[src/rtl/gray_decoder_pkg.sv]
// Shared definitions for the Gray-code decoder and any Gray counter source:
// state encoding, default widths and a generic Gray-to-binary helper.
package gray_decoder_pkg;

  localparam int unsigned GRAY_WIDTH_DEF = 3;
  localparam int unsigned WRAP_CNT_W_DEF = 8;

  typedef enum logic [1:0] {
    ST_UNLOCKED = 2'd0,
    ST_LOCKED   = 2'd1,
    ST_FAULT    = 2'd2
  } state_e;

  // Works for any width up to 32 when the code is zero-extended.
  function automatic logic [31:0] gray2bin(input logic [31:0] g);
    logic [31:0] b;
    b[31] = g[31];
    for (int i = 30; i >= 0; i--) begin
      b[i] = b[i+1] ^ g[i];
    end
    return b;
  endfunction

endpackage

[src/rtl/gray_to_bin.sv]
// Purely combinational reflected-Gray to binary converter, MSB-first XOR chain.
module gray_to_bin
  import gray_decoder_pkg::*;
#(
  parameter int unsigned WIDTH = GRAY_WIDTH_DEF
) (
  input  logic [WIDTH-1:0] gray_i,
  output logic [WIDTH-1:0] bin_o
);

  logic [WIDTH-1:0] bin_c;

  always_comb begin
    bin_c            = '0;
    bin_c[WIDTH-1]   = gray_i[WIDTH-1];
    for (int i = int'(WIDTH) - 2; i >= 0; i--) begin
      bin_c[i] = bin_c[i+1] ^ gray_i[i];
    end
  end

  assign bin_o = bin_c;

endmodule

[src/rtl/gray_decoder.sv]
// Gray-code receiver: converts sampled codes to binary and monitors single-step
// sequencing with wrap counting. Define GRAY_DEC_BACKSTEP_EN to accept backward steps.
module gray_decoder
  import gray_decoder_pkg::*;
#(
  parameter int unsigned WIDTH      = GRAY_WIDTH_DEF,
  parameter int unsigned WRAP_CNT_W = WRAP_CNT_W_DEF
) (
  input  logic                  Clk,
  input  logic                  Reset_n,
  input  logic                  Valid,
  input  logic [WIDTH-1:0]      GrayIn,
  input  logic                  Clear,
  output logic [WIDTH-1:0]      Binary,
  output logic                  BinValid,
  output logic                  Wrap,
  output logic [WRAP_CNT_W-1:0] WrapCount,
  output logic                  Locked,
  output logic                  Error,
  output logic                  Fault
);

  localparam logic [WIDTH-1:0] MAX_CODE = {WIDTH{1'b1}};

  state_e                  state_q, state_d;
  logic                    armed_q;
  logic [WIDTH-1:0]        binary_q, binary_d;
  logic                    binvalid_q, binvalid_d;
  logic                    wrap_q, wrap_d;
  logic                    error_q, error_d;
  logic [WRAP_CNT_W-1:0]   wrapcnt_q, wrapcnt_d;
  logic [WIDTH-1:0]        cur_c;
  logic                    step_fwd_c;
  logic                    step_back_c;

  gray_to_bin #(.WIDTH(WIDTH)) u_gray_to_bin (
    .gray_i (GrayIn),
    .bin_o  (cur_c)
  );

  assign step_fwd_c = (cur_c == binary_q + WIDTH'(1));
`ifdef GRAY_DEC_BACKSTEP_EN
  assign step_back_c = (cur_c == binary_q - WIDTH'(1));
`else
  assign step_back_c = 1'b0;
`endif

  // Next-state and pulse generation; nothing is accepted until one cycle after reset release.
  always_comb begin
    state_d    = state_q;
    binary_d   = binary_q;
    binvalid_d = 1'b0;
    wrap_d     = 1'b0;
    error_d    = 1'b0;
    wrapcnt_d  = wrapcnt_q;
    if (armed_q) begin
      if (Clear) begin
        state_d = ST_UNLOCKED;
      end else if (Valid) begin
        case (state_q)
          ST_UNLOCKED: begin
            binary_d   = cur_c;
            binvalid_d = 1'b1;
            state_d    = ST_LOCKED;
          end
          ST_LOCKED: begin
            if (cur_c == binary_q) begin
              state_d = ST_LOCKED;
            end else if (step_fwd_c) begin
              binary_d   = cur_c;
              binvalid_d = 1'b1;
              if (binary_q == MAX_CODE) begin
                wrap_d = 1'b1;
                if (wrapcnt_q != {WRAP_CNT_W{1'b1}}) begin
                  wrapcnt_d = wrapcnt_q + WRAP_CNT_W'(1);
                end
              end
            end else if (step_back_c) begin
              binary_d   = cur_c;
              binvalid_d = 1'b1;
            end else begin
              error_d = 1'b1;
              state_d = ST_FAULT;
            end
          end
          default: state_d = state_q;
        endcase
      end
    end
  end

  // State and output registers.
  always_ff @(posedge Clk or negedge Reset_n) begin
    if (!Reset_n) begin
      state_q    <= ST_UNLOCKED;
      armed_q    <= 1'b0;
      binary_q   <= '0;
      binvalid_q <= 1'b0;
      wrap_q     <= 1'b0;
      error_q    <= 1'b0;
      wrapcnt_q  <= '0;
    end else begin
      state_q    <= state_d;
      armed_q    <= 1'b1;
      binary_q   <= binary_d;
      binvalid_q <= binvalid_d;
      wrap_q     <= wrap_d;
      error_q    <= error_d;
      wrapcnt_q  <= wrapcnt_d;
    end
  end

  assign Binary    = binary_q;
  assign BinValid  = binvalid_q;
  assign Wrap      = wrap_q;
  assign WrapCount = wrapcnt_q;
  assign Error     = error_q;
  assign Locked    = (state_q == ST_LOCKED);
  assign Fault     = (state_q == ST_FAULT);

endmodule

[config.mk]
export PLATFORM = sky130hd
export DESIGN_NAME = gray_decoder
export DESIGN_NICKNAME = d
export VERILOG_FILES = /design/src/rtl/gray_decoder_pkg.sv /design/src/rtl/gray_to_bin.sv /design/src/rtl/gray_decoder.sv
export SDC_FILE = /design/constraint.sdc
export NUM_CORES = 1
export LEC_CHECK = 0
export ABC_AREA = 1
export ABC_CLOCK_PERIOD_IN_PS = 2210
export BUFFER_PORTS_ARGS = -buffer_cell sky130_fd_sc_hd__buf_2
export CAP_MARGIN = 10
export CORE_MARGIN = 5
export CORE_UTILIZATION = 45
export CTS_CLUSTER_DIAMETER = 30
export CTS_CLUSTER_SIZE = 40
export DETAILED_ROUTE_END_ITERATION = 6
export PLACE_DENSITY_LB_ADDON = 0.1
export SKIP_CTS_REPAIR_TIMING = 1
export SKIP_LAST_GASP = 1
export SYNTH_ARGS = -nofsm -noshare
export SYNTH_HDL_FRONTEND = slang
export SYNTH_SLANG_ARGS = --single-unit
[constraint.sdc]
create_clock -name Clk -period 2.21 [get_ports Clk]
set_clock_uncertainty 0.05 [all_clocks]
set_input_delay 0.5525 -clock Clk [delete_from_list [all_inputs] [get_ports Clk]]
set_output_delay 0.5525 -clock Clk [all_outputs]
set_load 0.05 [all_outputs]
==> results of run 1 <==
[logic make-up (layout without fill, tap and decap cells)]
family	after synthesis	after routing
DFF	17	17
buffers and inverters	20	45
xor gates and xnor gates	7	7
other	1	1
adders and majority gates	3	3
AOI/OAI and AO/OA	7	7
and+or+nand+nor	88	88
[where the power goes]
| part | internal [W] | leakage (nW) | switching [W] |
|---|---|---|---|
| combinational | 0.000111 | 0.521 | 0.000270 |
| clock | 0.0000674 | 0.0177 | 0.000102 |
| sequential | 0.000337 | 0.219 | 0.0000329 |
| total | 0.000515 | 0.758 | 0.000405 |
[per-layer routing]
metal,vias to the layer above,part of all wire [%],GRT usage [%]
met2,18,48,24.5
met5,-,0,0
met3,7,4.7,2.59
li1,504,-,-
met4,0,2.1,7.91
met1,433,45,17.5
[synth_stat cells, drive strengths merged]
master  instances
nand3          16
nand4           5
xnor2           2
o21bai          1
nand2          48
a21oi           4
nand3b          1
conb            1
ha              3
buf             1
nor2           15
o21ai           2
xor2            5
and3            1
nor3            2
dfrtp          17
inv            19
[per-stage QoR]
step | std cells | area (sq um) | power [W] | util, % | setup WS, ns
4_1_cts | 198 | 1290 | 0.000933 | 53.1 | 0.316
6_report | 198 | 1290 | 0.000920 | 53.1 | 0.322
3_3_place_gp | 194 | 1260 | 0.000759 | 52.0 | 0.386
2_1_floorplan | 143 | 1120 | 0.000686 | - | 0.164
3_5_place_dp | 194 | 1260 | 0.000761 | 52.0 | 0.335
5_1_grt | 198 | 1290 | 0.000980 | 53.1 | 0.191
[state kept, by name (all words and copies together), names as in the netlist]
register / count
Wrap: 1
state_q: 2
Binary: 3
Error: 1
armed_q: 1
BinValid: 1
WrapCount: 8
[worst min-delay path by stage]
stage,end,cells past startpoint
after global routing,WrapCount[5]$_DFFE_PN0P_,1
after floorplan,BinValid$_DFF_PN0_,0
final,WrapCount[2]$_DFFE_PN0P_,1
after detailed placement,WrapCount[2]$_DFFE_PN0P_,1
after CTS,WrapCount[2]$_DFFE_PN0P_,1
after global placement,WrapCount[2]$_DFFE_PN0P_,1
[final cells by class]
class / instances / area [sq um]
Tap cell: 30 / 37.5
Fill cell: 248 / 1140
Clock inverter: 1 / 5.00
Inverter: 19 / 71.3
Sequential cell: 17 / 425
Clock buffer: 3 / 22.5
Multi-Input combinational cell: 106 / 619
Timing Repair Buffer: 22 / 110
==> run metrics, run 1 <==
vias in the first global route=between 900 and 1k; Levels on crit path=9; flops & latches, synth=17; commonest non-fill, non-tap cell in the layout=nand2_1; fmax=roughly 530 MHz; Max FO, Critical Path=6; mux contribution to synthesized area=0%; TritonCTS clock tree=done; min-delay worst type=input port to asynchronous set/reset pin; crit path max-delay cell type=dfrtp_1; clk_lat worst skew=roughly 0.29 ns; synth top area cells=dfrtp_1 (38%), nand2_1 (12%), nand2_4 (6.0%); DR iter-0 viols=22; clock slew at reported path FFs=0.10 ns; fraction of the mapped netlist area in adder cells=under 10%; Worst Path Class, Setup=flop to flop; critical path launch point=Binary[0]$_DFFE_PN0P_; Area Growth Syn to Fin=14.9%; register-to-register setup slack=0.32 ns; clk root buf=clkbuf_4; commonest non-fill, non-tap cells in the layout=nand2_1 (37), buf_2 (22), dfrtp_1 (17), inv_1 (16), nand3_1 (13); Placer Congestion=roughly 0.8; crit path capture=WrapCount[5]$_DFFE_PN0P_; final setup vio count=0; Final Net Count=179; count of final hold-check violations=0; Crit. End Element=flop; Post-Route WL=around 2200 um; Hold Worst Slack=roughly 0.11 ns; Die W=approximately 60 um; Total Routing Usage GR=14.6%; CP peak stage delay=0.45 ns; Yosys cell types=24; antenna violations before repair=0; synth warn=0; Worst Path Buf+Inv=0; DR WL/cell=approximately 11 um; number of placed I/O pins=23; via count=slightly below 1k; clk buf depth=2; worst path required time=around 2.4 ns; Period minus WS final=approximately 1.9 ns; reg2reg end=WrapCount[5]$_DFFE_PN0P_; Synth Area per Inst=roughly 8 sq um; maxcap violations=0; Cell Rows=18; worst vdd ir=0.619 mV; DRC Markers=0; Max Transition Viols Final=0; layout cells sized above 1=28.0%; status=complete, no violations; Post-Synth Simple-Gate Area=42.3%; Vias/cell=between 4 and 5; GR Overflow Total=0; cells after synthesis=roughly 140; Synth top area share=~38%; Final ANT Viol Nets=0; Reg-to-Reg Start=Binary[0]$_DFFE_PN0P_; port bufs=22; Compound-Gate Fraction of Synth Area=roughly 3.7%; Tcrit/Tclk final=~85%; Cell Area, Synth=between 1000 and 1500 sq um; WP data arrival=2.03 ns; core area=around 2400 sq um; largest family of logic cells by synthesized area=simple AND/OR/NAND/NOR gates; RSZ-0062 raised after global routing=false; initial core utilization=roughly 46%; Worst setup SP type=flop; Antenna Cells=0; critical path, cell by cell=ha_1 -> ha_1 -> xor2_1 -> nor2_4 -> nand2_4 -> nor2_8 -> nand2_2 -> nand2_1 -> nand2_1; Yosys top cell by area=dfrtp_1; Pre-antenna DRT Iters=4; Die Area=~3600 sq um; Lkg Pwr=0.758 nW; TritonCTS buffer count=3; synthesized net count=around 150; global-route wire length before repair=approximately 4000 um; sequential area share after synthesis=between 30 and 40%; H-tree level count=1; Die Y=between 50 and 60 um; power per cell area=between 700 and 800 nW/um^2; setup TNS=0 ns; Reg2Reg Depth=9; clock sink count=17; post-synthesis xor/xnor area fraction=5.46%; family with the most delay on the worst path=simple AND/OR/NAND/NOR gates; Post-DP HPWL=roughly 1800 um; largest net degree at the start of global routing=18
Note: power is estimated with default switching activity, not from simulation.
==> run 2: changes to the inputs <==
--- a/config.mk
+++ b/config.mk
@@ -10,7 +10,7 @@
 export BUFFER_PORTS_ARGS = -buffer_cell sky130_fd_sc_hd__buf_2
 export CAP_MARGIN = 10
 export CORE_MARGIN = 5
-export CORE_UTILIZATION = 45
+export CORE_UTILIZATION = 53
 export CTS_CLUSTER_DIAMETER = 30
 export CTS_CLUSTER_SIZE = 40
 export DETAILED_ROUTE_END_ITERATION = 6
==> run 2 against run 1 <==
Compared with the run above: critical path depth stayed put; fmax up 1.3%; clock power is essentially flat; wire length decreased by 3.7%; global-route usage about the same; die area decreased by 13%; non-clock buffer count unchanged; total power decreased by 0.22%; highest routed layer unchanged.
==> run metrics, run 2 (synthesis results as in run 1) <==
power per cell area=a little over 700 nW/um^2; number of placed I/O pins=23; TritonCTS clock tree=done; count of final hold-check violations=0; Max FO, Critical Path=6; clk root buf=clkbuf_4; core area=1980 sq um; Register Area=approximately 430 sq um; Area Growth Syn to Fin=14.5%; fmax=between 500 and 600 MHz; Tcrit/Tclk final=between 80% and 90%; commonest non-fill, non-tap cell in the layout=nand2_1; WP data arrival=around 2 ns; layout cells sized above 1=a little over a quarter; maxcap violations=0; clock power share=18.1%; Post-DP HPWL=~1700 um; Worst setup SP type=flop; Largest register FFs=8; Placer Congestion=~0.84; DRC Markers=0; Final ANT Viol Nets=0; antenna violations before repair=0; DR WL/cell=11.0 um; sw power=0.000401 W; status=complete, no violations; clock sink count=17; via count=around 970; Pre-antenna DRT Iters=4; Vias/cell=between 4 and 5; Comb pwr share=between 40% and 50%; Total Routing Usage GR=~15%; Max Transition Viols Final=0; area of the multi-input gates=between 600 and 700 sq um; DR iter-0 viols=17; GR Overflow Total=0; cell-internal power=just over 0.0005 W; global-route wire length before repair=3730 um; Period minus WS final=~1.9 ns; Die W=approximately 56 um; clk_lat worst skew=between 0.2 and 0.3 ns; Cell Rows=16; final setup vio count=0; worst vdd ir=~0.54 mV; Antenna Cells=0; Die Area=between 3000 and 4000 sq um; Crit. End Element=flop; initial core utilization=a little under three fifths; fill count=about 170; CP peak stage delay=~0.45 ns; clock slew at reported path FFs=roughly 0.09 ns; largest net degree at the start of global routing=18; Die Y=56.0 um; PnR worst setup slack=around 0.35 ns; Lkg Pwr=0.755 nW; port bufs=22; DP Area=about 1300 sq um; Post-Route WL=2150 um; commonest non-fill, non-tap cells in the layout=nand2_1 (37), buf_2 (22), dfrtp_1 (17), inv_1 (16), nand3_1 (13); min-delay worst type=input port to asynchronous set/reset pin; RSZ-0062 raised after global routing=false; Worst Path Class, Setup=flop to flop; Final Net Count=about 180; final instance area=approximately 1300 sq um; critical path, cell by cell=ha_1 -> ha_1 -> xor2_1 -> nor2_4 -> nand2_4 -> nor2_8 -> nand2_2 -> nand2_1 -> nand2_1; sequential share of power=between 40% and 50%; worst path required time=between 2 and 2.5 ns; crit path max-delay cell type=dfrtp_1; clk buf depth=2; vias in the first global route=roughly 880; TritonCTS buffer count=3; pre-CTS setup slack=between 0.3 and 0.4 ns; setup TNS=0 ns; switch share=43.7%; H-tree level count=1
## run 2: changes by cell type in the layout (fill, tap and decap cells not counted), sizes merged
cell,delta
clkbuf,+1
clkinv,-1
## run 2: final cells by class
cell class | instances | area share [%]
Sequential cell | 17 | 33.1
Tap cell | 27 | 2.63
Timing Repair Buffer | 22 | 8.56
Multi-Input combinational cell | 106 | 48.2
Clock buffer | 4 | 2.04
Inverter | 19 | 5.54
## run 2: power groups by stage
stage	sequential, W	clock, W	combinational [W]
floorplan	0.000442	0	0.000244
global placement	0.000375	0	0.000380
detailed placement	0.000377	0	0.000385
CTS	0.000371	0.000174	0.000386
global route	0.000378	0.000186	0.000417
finish	0.000371	0.000166	0.000381
## run 2: worst paths after layout
| path | slack (ns) | cells after the start | endpoint | startpoint |
|---|---|---|---|---|
| max | 0.35 | 9 | WrapCount[6]$_DFFE_PN0P_ | Binary[0]$_DFFE_PN0P_ |
| min | 0.12 | 1 | WrapCount[6]$_DFFE_PN0P_ | Reset_n |
| max reg2reg | 0.35 | 9 | WrapCount[6]$_DFFE_PN0P_ | Binary[0]$_DFFE_PN0P_ |
| min reg2reg | 0.49 | 2 | WrapCount[5]$_DFFE_PN0P_ | WrapCount[5]$_DFFE_PN0P_ |
| max in group asynchronous | 1.72 | 1 | WrapCount[1]$_DFFE_PN0P_ | Reset_n |
| min in group Clk | 0.49 | 2 | WrapCount[5]$_DFFE_PN0P_ | WrapCount[5]$_DFFE_PN0P_ |
## run 2: through the flow
stage | power (W) | hold slack [ns] | utilization (%) | instances
floorplan | 0.000686 | 0.207 | - | 143
global placement | 0.000755 | 0.443 | 63.6 | 191
detailed placement | 0.000762 | 0.449 | 63.6 | 191
CTS | 0.000931 | 0.125 | 64.9 | 195
global route | 0.000981 | 0.136 | 64.9 | 195
finish | 0.000918 | 0.118 | 64.9 | 195
## run 2: metal layers
| layer | GRT usage, % | wire length (um) | share of wire, % |
|---|---|---|---|
| met1 | 19.7 | 1020 | 48 |
| met2 | 23.2 | 997 | 46 |
| met3 | 2.78 | 107 | 5.0 |
| met4 | 5.08 | 17 | 0.79 |
| met5 | 0 | 0 | 0 |
## run 2: critical path: cells and delay by family (launching register included)
| kind | cells | cell delay, ns |
|---|---|---|
| adders and majority gates | 2 | 0.50 |
| xor gates and xnor gates | 1 | 0.17 |
| DFF | 1 | 0.45 |
| and+or+nand+nor | 6 | 0.60 |
